### config.mk
export PLATFORM = sky130hd
export DESIGN_NAME = avalon_reg_slave_flat
export DESIGN_NICKNAME = d
export VERILOG_FILES = /design/src/rtl/avalon_reg_pkg.sv /design/src/rtl/avalon_reg_slave_if.sv /design/src/rtl/avalon_reg_slave_irq_ctrl.sv /design/src/rtl/avalon_reg_slave.sv /design/src/flat_wrapper.sv
export SDC_FILE = /design/constraint.sdc
export NUM_CORES = 1
export LEC_CHECK = 0
export BUFFER_PORTS_ARGS = -buffer_cell sky130_fd_sc_hd__buf_2
export CORE_UTILIZATION = 53
export CTS_BUF_LIST = sky130_fd_sc_hd__clkbuf_8 sky130_fd_sc_hd__clkbuf_16
export DETAILED_ROUTE_END_ITERATION = 7
export GPL_ROUTABILITY_DRIVEN = 0
export GPL_TIMING_DRIVEN = 0
export PLACE_DENSITY_LB_ADDON = 0.15
export RECOVER_POWER = 50
export SLEW_MARGIN = 10
export SYNTH_ARGS = -nofsm -noshare
export SYNTH_HDL_FRONTEND = slang
export SYNTH_SLANG_ARGS = --single-unit
### constraint.sdc
create_clock -name clk -period 3 [get_ports clk]
set_input_delay 0.3 -clock clk [delete_from_list [all_inputs] [get_ports clk]]
set_output_delay 0.3 -clock clk [all_outputs]
set_load 0.02 [all_outputs]
### src/rtl/avalon_reg_pkg.sv
// ---------------------------------------------------------------------------
// avalon_reg_pkg
// Shared definitions for the Avalon-MM register slave:
//   - word offsets of the register map (byte offset >> 2, decoded on address[4:2])
//   - ERR_PATTERN returned for unmapped accesses and protocol errors
//   - access FSM state type
//   - be_merge: byte-lane merge used by every byte-enabled register write
// ---------------------------------------------------------------------------
package avalon_reg_pkg;

    localparam logic [2:0] REG_ID      = 3'd0;  // 0x00
    localparam logic [2:0] REG_SCRATCH = 3'd1;  // 0x04
    localparam logic [2:0] REG_CTRL    = 3'd2;  // 0x08
    localparam logic [2:0] REG_STATUS  = 3'd3;  // 0x0C
    localparam logic [2:0] REG_PENDING = 3'd4;  // 0x10
    localparam logic [2:0] REG_MASK    = 3'd5;  // 0x14
    localparam logic [2:0] REG_ERR     = 3'd6;  // 0x18
    localparam logic [2:0] REG_HOLE    = 3'd7;  // 0x1C, treated as unmapped

    localparam logic [31:0] ERR_PATTERN = 32'hDEAD_BEEF;

    typedef enum logic [1:0] {
        ST_IDLE,
        ST_ACK,
        ST_RELEASE
    } state_t;

    // Replace the byte lanes of old_value selected by be with new_value.
    function automatic logic [31:0] be_merge(input logic [31:0] old_value,
                                             input logic [31:0] new_value,
                                             input logic [3:0]  be);
        logic [31:0] merged;
        merged = old_value;
        for (int i = 0; i < 4; i++) begin
            if (be[i]) begin
                merged[8*i +: 8] = new_value[8*i +: 8];
            end
        end
        return merged;
    endfunction

endpackage

### src/rtl/avalon_reg_slave_if.sv
// ---------------------------------------------------------------------------
// avalon_reg_slave_if
// Avalon-MM request/response bundle between the SPI bridge (master) and the
// register slave.
//   avalon_read / avalon_write : request strobes, held until acknowledge
//   address                    : byte address
//   byte_enable                : write byte lanes
//   write_data                 : write data
//   read_data                  : read data, valid in the acknowledge cycle
//   acknowledge                : one-cycle completion pulse
// ---------------------------------------------------------------------------
interface avalon_reg_slave_if;

    logic        avalon_read;
    logic        avalon_write;
    logic [31:0] address;
    logic [3:0]  byte_enable;
    logic [31:0] write_data;
    logic [31:0] read_data;
    logic        acknowledge;

    modport master (
        output avalon_read,
        output avalon_write,
        output address,
        output byte_enable,
        output write_data,
        input  read_data,
        input  acknowledge
    );

    modport slave (
        input  avalon_read,
        input  avalon_write,
        input  address,
        input  byte_enable,
        input  write_data,
        output read_data,
        output acknowledge
    );

endinterface

### src/rtl/avalon_reg_slave_irq_ctrl.sv
// ---------------------------------------------------------------------------
// irq_ctrl
// Interrupt block of the register slave: rising-edge detection on irq_src,
// IRQ_PENDING (write-one-to-clear) and IRQ_MASK storage, registered interrupt.
// Ports:
//   clk, nreset  : clock, asynchronous active-low reset
//   irq_src      : interrupt sources, rising-edge sensitive
//   w1c_en       : a write to IRQ_PENDING is performed this cycle
//   w1c_bits     : bits to clear (write data already gated by byte enables)
//   mask_we      : a write to IRQ_MASK is performed this cycle
//   mask_wdata   : new mask value (already byte-lane merged)
//   pending,mask : current register contents
//   interrupt    : registered OR of pending & mask
// ---------------------------------------------------------------------------
module irq_ctrl
    import avalon_reg_pkg::*;
#(
    parameter int N_IRQ = 8
) (
    input  logic             clk,
    input  logic             nreset,
    input  logic [N_IRQ-1:0] irq_src,
    input  logic             w1c_en,
    input  logic [N_IRQ-1:0] w1c_bits,
    input  logic             mask_we,
    input  logic [N_IRQ-1:0] mask_wdata,
    output logic [N_IRQ-1:0] pending,
    output logic [N_IRQ-1:0] mask,
    output logic             interrupt
);

    logic [N_IRQ-1:0] src_reg;
    logic [N_IRQ-1:0] rise;
    logic [N_IRQ-1:0] pending_reg;
    logic [N_IRQ-1:0] pending_next;
    logic [N_IRQ-1:0] mask_reg;
    logic [N_IRQ-1:0] mask_next;
    logic             interrupt_reg;

    genvar gi;
    generate
        for (gi = 0; gi < N_IRQ; gi++) begin : g_bit
            assign rise[gi] = irq_src[gi] & ~src_reg[gi];
            // A new edge beats a simultaneous clear so no event is lost.
            assign pending_next[gi] = rise[gi]                  ? 1'b1 :
                                      (w1c_en & w1c_bits[gi])   ? 1'b0 :
                                      pending_reg[gi];
        end
    endgenerate

    assign mask_next = mask_we ? mask_wdata : mask_reg;

    always_ff @(posedge clk or negedge nreset) begin
        if (!nreset) begin
            src_reg       <= '0;
            pending_reg   <= '0;
            mask_reg      <= '0;
            interrupt_reg <= 1'b0;
        end else begin
            src_reg       <= irq_src;
            pending_reg   <= pending_next;
            mask_reg      <= mask_next;
            interrupt_reg <= |(pending_reg & mask_reg);
        end
    end

    assign pending   = pending_reg;
    assign mask      = mask_reg;
    assign interrupt = interrupt_reg;

endmodule

### src/rtl/avalon_reg_slave.sv
// ---------------------------------------------------------------------------
// avalon_reg_slave
// Avalon-MM register slave for the 32-bit bus of the SPI-to-Avalon bridge.
// Each request is decoded in IDLE, acknowledged for one cycle in ACK, and the
// FSM then waits in RELEASE until the master drops its strobes, so a held
// strobe produces exactly one access.
// Ports:
//   clk, nreset : clock, asynchronous active-low reset
//   bus         : avalon_reg_slave_if.slave (strobes, address, data, ack)
//   status_in   : live status word, returned by STATUS
//   irq_src     : interrupt sources, rising-edge sensitive
//   ctrl_out    : CTRL register contents
//   interrupt   : registered OR of IRQ_PENDING & IRQ_MASK
// ---------------------------------------------------------------------------
module avalon_reg_slave
    import avalon_reg_pkg::*;
#(
    parameter logic [31:0] ID_VALUE   = 32'h1D60_0001,
    parameter int          N_IRQ      = 8,
    parameter logic [31:0] CTRL_RESET = 32'h0000_0000
) (
    input  logic                clk,
    input  logic                nreset,
    avalon_reg_slave_if.slave   bus,
    input  logic [31:0]         status_in,
    input  logic [N_IRQ-1:0]    irq_src,
    output logic [31:0]         ctrl_out,
    output logic                interrupt
);

    state_t      state_reg;
    state_t      state_next;
    logic        ack;

    logic        access_valid;
    logic        mapped;
    logic        proto_err;
    logic        is_error;
    logic        wr_hit;
    logic        rd_hit;
    logic [2:0]  word;

    logic [31:0] scratch_reg;
    logic [31:0] scratch_next;
    logic [31:0] ctrl_reg;
    logic [31:0] ctrl_next;
    logic [15:0] err_reg;
    logic [15:0] err_next;
    logic [31:0] read_data_reg;
    logic [31:0] read_data_next;
    logic [31:0] read_mux;

    logic             w1c_en;
    logic [31:0]      w1c_word;
    logic             mask_we;
    logic [31:0]      mask_merged;
    logic [N_IRQ-1:0] pending;
    logic [N_IRQ-1:0] mask;
    logic [31:0]      pending_word;
    logic [31:0]      mask_word;

    // ---------------- access FSM ----------------
    always_comb begin
        state_next = state_reg;
        ack        = 1'b0;
        case (state_reg)
            ST_IDLE: begin
                if (bus.avalon_read || bus.avalon_write) begin
                    state_next = ST_ACK;
                end
            end
            ST_ACK: begin
                ack        = 1'b1;
                state_next = ST_RELEASE;
            end
            ST_RELEASE: begin
                if (!bus.avalon_read && !bus.avalon_write) begin
                    state_next = ST_IDLE;
                end
            end
            default: state_next = ST_IDLE;
        endcase
    end

    // ---------------- decode ----------------
    assign word         = bus.address[4:2];
    assign access_valid = (state_reg == ST_IDLE) && (bus.avalon_read || bus.avalon_write);
    assign mapped       = (bus.address[31:5] == '0) && (bus.address[1:0] == 2'b00)
                          && (word != REG_HOLE);
    assign proto_err    = bus.avalon_read && bus.avalon_write;
    assign is_error     = access_valid && (proto_err || !mapped);
    // Only a clean, mapped write may modify state.
    assign wr_hit       = access_valid && bus.avalon_write && !bus.avalon_read && mapped;
    assign rd_hit       = access_valid && bus.avalon_read;

    // ---------------- read mux ----------------
    always_comb begin
        read_mux = ERR_PATTERN;
        case (word)
            REG_ID:      read_mux = ID_VALUE;
            REG_SCRATCH: read_mux = scratch_reg;
            REG_CTRL:    read_mux = ctrl_reg;
            REG_STATUS:  read_mux = status_in;
            REG_PENDING: read_mux = pending_word;
            REG_MASK:    read_mux = mask_word;
            REG_ERR:     read_mux = {16'h0000, err_reg};
            default:     read_mux = ERR_PATTERN;
        endcase
    end

    // ---------------- register next-state ----------------
    always_comb begin
        scratch_next   = scratch_reg;
        ctrl_next      = ctrl_reg;
        err_next       = err_reg;
        read_data_next = read_data_reg;

        if (wr_hit) begin
            case (word)
                REG_SCRATCH: scratch_next = be_merge(scratch_reg, bus.write_data, bus.byte_enable);
                REG_CTRL:    ctrl_next    = be_merge(ctrl_reg, bus.write_data, bus.byte_enable);
                REG_ERR: begin
                    // An empty byte-enable write changes nothing, including the counter.
                    if (|bus.byte_enable) begin
                        err_next = '0;
                    end
                end
                default: ;
            endcase
        end

        // An error access never writes, so it cannot collide with a clear.
        if (is_error && (err_reg != 16'hFFFF)) begin
            err_next = err_reg + 16'd1;
        end

        if (rd_hit) begin
            read_data_next = (proto_err || !mapped) ? ERR_PATTERN : read_mux;
        end
    end

    always_ff @(posedge clk or negedge nreset) begin
        if (!nreset) begin
            state_reg     <= ST_IDLE;
            scratch_reg   <= '0;
            ctrl_reg      <= CTRL_RESET;
            err_reg       <= '0;
            read_data_reg <= '0;
        end else begin
            state_reg     <= state_next;
            scratch_reg   <= scratch_next;
            ctrl_reg      <= ctrl_next;
            err_reg       <= err_next;
            read_data_reg <= read_data_next;
        end
    end

    // ---------------- interrupt block ----------------
    assign w1c_en      = wr_hit && (word == REG_PENDING);
    assign w1c_word    = be_merge(32'h0000_0000, bus.write_data, bus.byte_enable);
    assign mask_we     = wr_hit && (word == REG_MASK);
    assign mask_merged = be_merge(mask_word, bus.write_data, bus.byte_enable);

    irq_ctrl #(
        .N_IRQ (N_IRQ)
    ) u_irq_ctrl (
        .clk        (clk),
        .nreset     (nreset),
        .irq_src    (irq_src),
        .w1c_en     (w1c_en),
        .w1c_bits   (w1c_word[N_IRQ-1:0]),
        .mask_we    (mask_we),
        .mask_wdata (mask_merged[N_IRQ-1:0]),
        .pending    (pending),
        .mask       (mask),
        .interrupt  (interrupt)
    );

    // Zero-extend the N_IRQ-wide interrupt registers to the 32-bit bus.
    genvar gi;
    generate
        for (gi = 0; gi < 32; gi++) begin : g_ext
            if (gi < N_IRQ) begin : g_live
                assign pending_word[gi] = pending[gi];
                assign mask_word[gi]    = mask[gi];
            end else begin : g_pad
                assign pending_word[gi] = 1'b0;
                assign mask_word[gi]    = 1'b0;
            end
        end
    endgenerate

    // ---------------- outputs ----------------
    assign ctrl_out        = ctrl_reg;
    assign bus.read_data   = read_data_reg;
    assign bus.acknowledge = ack;

endmodule

### src/flat_wrapper.sv
// flat-port wrapper written by rule: the top's interface ports become plain ports
module avalon_reg_slave_flat import avalon_reg_pkg::*;
#(
    parameter logic [31:0] ID_VALUE   = 32'h1D60_0001,
    parameter int          N_IRQ      = 8,
    parameter logic [31:0] CTRL_RESET = 32'h0000_0000
)
  (clk, nreset, status_in, irq_src, ctrl_out, interrupt, bus_avalon_read, bus_avalon_write, bus_address, bus_byte_enable, bus_write_data, bus_read_data, bus_acknowledge);
  avalon_reg_slave_if bus_i ();
  input  logic clk;
  input  logic nreset;
  input  logic [31:0] status_in;
  input  logic [N_IRQ-1:0] irq_src;
  output logic [31:0] ctrl_out;
  output logic interrupt;
  input wire logic [$bits(bus_i.avalon_read)-1:0] bus_avalon_read;
  input wire logic [$bits(bus_i.avalon_write)-1:0] bus_avalon_write;
  input wire logic [$bits(bus_i.address)-1:0] bus_address;
  input wire logic [$bits(bus_i.byte_enable)-1:0] bus_byte_enable;
  input wire logic [$bits(bus_i.write_data)-1:0] bus_write_data;
  output wire logic [$bits(bus_i.read_data)-1:0] bus_read_data;
  output wire logic [$bits(bus_i.acknowledge)-1:0] bus_acknowledge;
  assign bus_i.avalon_read = bus_avalon_read;
  assign bus_i.avalon_write = bus_avalon_write;
  assign bus_i.address = bus_address;
  assign bus_i.byte_enable = bus_byte_enable;
  assign bus_i.write_data = bus_write_data;
  assign bus_read_data = bus_i.read_data;
  assign bus_acknowledge = bus_i.acknowledge;
  avalon_reg_slave #(.ID_VALUE(ID_VALUE), .N_IRQ(N_IRQ), .CTRL_RESET(CTRL_RESET)) u_core (.clk(clk), .nreset(nreset), .bus(bus_i), .status_in(status_in), .irq_src(irq_src), .ctrl_out(ctrl_out), .interrupt(interrupt));
endmodule
Yosys cells after proc, flatten, opt, wreduce, memory -nomap -nowiden
Cells that the tools add are included.

storage, ports and cells
  output and inout bits = 66
  bits in registers = 139
  bits of input ports = 112

cells by class
  muxes and demuxes = 27
  $add $sub $neg = 1
  bitwise gates (word level) = 25
  reductions and logical operators = 46
  equality and inequality tests = 12

operators by type and width
  kind                                            number
  one-hot mux 32 bit (7 select lines)             1
  two-way mux 16 bit                              4
  two-way mux 32 bit                              1
  logical NOT 27 bit                              1
  AND reduction 3 bit                             9
  nonzero test 2 bit                              11
  two-way mux 1 bit                               17
  adder 16 x 1 -> 16 bit (second input constant)  1
  bitwise AND 1 bit                               16
  != test 16 bit (second input constant)          1
  logical AND 1 bit                               13
  == test 3 bit (second input constant)           3
  bitwise AND 8 bit                               1
  two-way mux 8 bit                               1
  NOT 1 bit                                       8
  OR reduction 8 bit                              1
  == test 3 x 2 -> 1 bit (second input constant)  2
  one-hot mux 2 bit (3 select lines)              1
  logical NOT 2 bit                               2
  two-way mux 2 bit                               2
  AND reduction 2 bit                             2
  OR reduction 4 bit                              1
  == test 3 x 1 -> 1 bit (second input constant)  1
  logical NOT 1 bit                               3
  other kinds (7)                                 8

Longest topological paths before layout
  depth after elaboration = 9
  gate-level depth with buffers = 8

Modules after synthesis
From an unflattened synthesis, not the netlist that was laid out.

unflattened totals
  cells, all modules = 592
  area, all modules = 6777.8 sq um

by module, submodules not included
  module            area an instance (sq um)  cells an instance  instances  sequential area each (sq um)
  avalon_reg_slave  5849.4                    528                1          2852.7
  irq_ctrl          928.4                     64                 1          625.6

Worst setup path after synthesis
No wires, ideal clock.

  path kind = flip-flop to flip-flop
  from = reg u_core.err_reg[0]
  to = reg u_core.err_reg[10]
  setup slack = 0.871 ns
  required time = 2.876 ns
  period minus slack after synthesis = 2.129 ns
  buffers on the path = 2
  library setup time = 0.124 ns
  cell stages (with the launch flop) = 9
  data arrival time = 2.005 ns
  path through = dfrtp_1 > ha_1 > nand3_1 > or3_1 > clkbuf_1 > o21ai_2 > buf_2 > nor3_1 > a211o_1

on the way
  longest elaborated chain between the ends = 4
  elaborated cells on any way between the ends = 8
  those cells by class = add/sub: 1; eq/ne: 1; mux: 1; reduce/logical: 5

RTL lines
  element                                                                         RTL line                 source
  start, declared                                                                 avalon_reg_slave.sv:47   logic [15:0] err_reg;
  start signal, assigned                                                          avalon_reg_slave.sv:153  err_reg <= err_next;
  parallel branches: the longest is 4 deep, another holds adder 16 x 1 -> 16 bit  --

Parallel ways; which one is timed is not known.
A chain may end at the register's enable or synchronous reset.

Worst setup path in the final report
  from = reg u_core.state_reg[1]
  to = reg u_core.read_data_reg[3] (netlist: u_core.bus.read_data[3])

on the way
  longest elaborated chain between the ends = 3

RTL lines
  element                 RTL line                 source
  start, declared         avalon_reg_slave.sv:31   state_t state_reg;
  start signal, assigned  avalon_reg_slave.sv:150  state_reg <= state_next;
  logical NOT 2 bit       avalon_reg_slave.sv:87   assign access_valid = (state_reg == ST_IDLE) && (bus.avalon_read || bus.avalon_write);
  logical AND 1 bit       avalon_reg_slave.sv:87
  logical AND 1 bit       avalon_reg_slave.sv:94   assign rd_hit = access_valid && bus.avalon_read;
  end signal, assigned    avalon_reg_slave.sv:154  read_data_reg <= read_data_next;
  end, declared           avalon_reg_slave.sv:49   logic [31:0] read_data_reg;

No other way between the ends.

==> metrics.md <==
| Metric | Value |
|---|---|
| Max-cap violations | 1 |
| # DRC | 0 |
| Pint | 3.49 mW |
| Starting Density | 0.554 |
| Min-delay worst type | in -> reg |
| Via/cell ratio | 5.94 |
| Wire per inst | 20.4 um |
| Core area | 0.0122 mm^2 |
| Synthesized flop and latch total | 139 |
| Finished Layout Cells | 968 |
| GR Overflow Total | 0 |
| Detailed Route Iter0 Violations | 406 |
| Ant. Diodes | 0 |
| Yosys warning count | 0 |
| Top cell type's share of synthesized area | 0.514 |
| Hold Fails Final Rpt | 0 |
| Synth Area per Inst | 11.6 um^2 |
| Max Slew Vio Count | 68 |
| Kind of critical path | reg -> reg |
| Worst-case reg-to-reg path depth | 6 |
| Flop-to-flop setup slack | 310 ps |
| Vias after detailed routing | 5752 |
| Sequential cell area fraction in the yosys report | 0.514 |
| Peak supply drop | 0.510 mV |
| Area Growth Syn to Fin | 25.3% |
| Least-Margin Pin Slew | 1670 ps |
| Final worst setup slack | 311 ps |
| Comb power frac | 0.141 |
| Longest Clk Path Bufs | 2 |
| Worst Path Arrival | 2960 ps |
| Hold Crit Endpoint | u_core.scratch_reg[19]$_DFFE_PN0P_ |
| Crit. End Element | register |
| Met3 Use GR | 0.116 |
| Fin crit share | 0.896 |
| Worst-path maximum fanout | 10 |
| Switching Fraction | 0.271 |
| Clock power frac | 0.443 |
| Pre-CTS setup slack | 199 ps |
| Number of fill cells | 967 |
| Post-DRT Antenna Nets | 0 |
| Latest clock arrival within the worst-skew pair | 430 ps |
| Initial antenna violation count | 1 |
| Power density over cell area | 565 mW/mm^2 |
| First-pass GRT wire length | 30300 um |
| Setup TNS Final | 0 ps |
| Post-Syn Instances | 583 |
| Clock-pin slew on the worst setup and hold paths | 60 ps |
| Nets | 900 |
| Hold path depth | 2 |
| Global routing usage on met1 | 0.374 |
| CP Data Required Time | 3270 ps |
| Die width | 115 um |
| Postcts setup bufs | 0 |
| Clock sink count | 139 |
| CP Launch Type | register |
| Worst Hold Launch | bus_write_data[19] |
| Reg2reg end | u_core.bus.read_data[3]$_DFFE_PN0P_ |
| Die H | 115 um |
| P_sw | 1.30 mW |
| Fin util | 0.694 |
| Clock skew | 5.51 ps |
| Gr busiest metal | met2 |
| I/O pin total | 178 |
| Total track usage | 0.313 |
| M2 GR Usage | 0.508 |
| Vias in the first global route | 5904 |
| Cell count after placement | 927 |
| IO Port Bufs | 175 |
| CTS Buf Count | 17 |
| Largest net degree at the start of global routing | 73 |
| RSZ-0062 raised after global routing | no |
| Cell Area, Synth | 0.00677 mm^2 |
| Reg-to-reg critical path startpoint | u_core.state_reg[1]$_DFFE_PN0P_ |
| Relative max-transition margin | -0.110 |
| Leakage power | 3.95 nW |
| Sequential power share | 0.416 |
| H-Tree Depth | 4 |
| Synth unique cells | 60 |
| Failing checks | capacitance limit, slew limit |
| Clock root cell | clkbuf_16 |
| Endpoints failing setup | 0 |
| Row count | 40 |
| Final min period | 2690 ps |
| Drt total wl | 19700 um |
| DRT Pass-1 Iters | 5 |
| CTS tree | done |
| Status | finished with violations |
| Layout cells sized above 1 | 0.321 |
| Net Count, Synth | 696 |
| Post-DP HPWL | 13900 um |
| Power Total | 4.79 mW |
| FMAX | 372 MHz |
| Area contributors post-synth | dfrtp_1 51%, mux2_2 13%, a22oi_1 2.8%, mux2i_1 2.4%, nand2_1 2.3% |
| Die Area | 0.0132 mm^2 |
| Cell taking the most area after synthesis | dfrtp_1 |
layout by cell type, fill, tap and decap left out, types with 5 or more instances in the layout:
| cell | count |
|---|---|
| a21oi_1 | 27 |
| a221o_1 | 9 |
| a221oi_1 | 7 |
| a22o_1 | 12 |
| a22oi_1 | 25 |
| buf_2 | 115 |
| clkbuf_1 | 83 |
| clkbuf_16 | 17 |
| dfrtp_1 | 139 |
| dlygate4sd3_1 | 9 |
| inv_1 | 14 |
| mux2_2 | 80 |
| mux2_4 | 8 |
| mux2i_1 | 16 |
| nand2_1 | 41 |
| nand3_1 | 5 |
| nand4_1 | 8 |
| nor2_1 | 32 |
| nor2b_1 | 9 |
| nor3_1 | 10 |
| nor4_1 | 17 |
| o21ai_0 | 23 |
| o22a_1 | 11 |
stage by stage:
stage          instance area [um^2]  hold WS (ps)
6_report                       8480           112
5_1_grt                        8480           109
4_1_cts                        8570           108
3_5_place_dp                   7890           337
3_3_place_gp                   7850           423
2_1_floorplan                  6770          4.41
synthesized netlist by cell type, drive strengths merged:
cell,number
dfrtp,139
mux2,88
nand2,45
nor2,33
a21oi,27
o21ai,26
a22oi,25
nor4,19
buf,18
mux2i,16
clkbuf,15
a22o,12
inv,11
o22a,11
nor3,10
a221o,9
nand4,9
nor2b,9
a221oi,7
nand3,7
and2,4
or3,4
a211o,3
and3,3
nor3b,3
nor4b,3
o21a,3
a211oi,2
a21o,2
nand2b,2
nor4bb,2
or2,2
or4,2
a2111oi,1
a31oi,1
a32o,1
and3b,1
and4b,1
ha,1
nand3b,1
nand4bb,1
o2111ai,1
o211ai,1
o21ba,1
o21bai,1
worst max-delay path, stage by stage (launching register included):
cell,delay [ps]
dfrtp_1,350
clkbuf_1,190
nor3b_2,510
nand2b_1,130
nor4_1,640
clkbuf_1,550
a21oi_1,160
what timing repair did:
item	4_1_cts	5_1_grt
hold buffers	9	0
resized for setup	0	0
hold endpoints to repair	75	0
power by group through the flow:
stage / logic (mW) / clock network, mW / registers, mW
floorplan: 0.387 / 0 / 2.00
detailed placement: 0.660 / 0 / 2.02
CTS: 0.672 / 2.14 / 1.99
finish: 0.675 / 2.12 / 1.99
global route: 0.735 / 2.22 / 2.00
global placement: 0.632 / 0 / 2.02
cell type report:
cell class	instances	area, um^2	area share
clock buffers	18	439	0.0518
repair buffers	185	908	0.107
multi-input cells	400	3080	0.364
inverters	11	41.3	0.00487
flip-flops and latches	139	3480	0.410
clock inverters	14	155	0.0183
plain buffers	33	161	0.0190
well taps	168	210	0.0248
cells by family after synthesis:
family	after synthesis	synth area share
flops	139	0.514
simple gates	161	0.137
compound gates	134	0.143
mux	104	0.175
fa+ha+maj	1	0.00185
buf+inv	44	0.0300
layer usage:
layer / share of wire / vias up
met2: 0.49 / 259
met4: 0.026 / 2
met1: 0.39 / 2860
met3: 0.093 / 39
li1: - / 2592
met5: 0.00056 / -
how the worst max path moves through the flow:
| stage | startpoint | to | slack [ps] | cells past startpoint |
|---|---|---|---|---|
| after global routing | u_core.state_reg[1]$_DFFE_PN0P_ | u_core.bus.read_data[2]$_DFFE_PN0P_ | 120 | 6 |
| after global placement | nreset | u_core.ctrl_out[13]$_DFFE_PN0P_ | -210 | 1 |
| final | u_core.state_reg[1]$_DFFE_PN0P_ | u_core.bus.read_data[3]$_DFFE_PN0P_ | 310 | 6 |
| after detailed placement | bus_address[28] | u_core.bus.read_data[2]$_DFFE_PN0P_ | 200 | 6 |
| after floorplan | u_core.err_reg[0]$_DFFE_PN0P_ | u_core.err_reg[10]$_DFFE_PN0P_ | 870 | 8 |
| after CTS | u_core.state_reg[1]$_DFFE_PN0P_ | u_core.bus.read_data[3]$_DFFE_PN0P_ | 380 | 6 |
No activity file was read; power rests on OpenSTA's default activity.
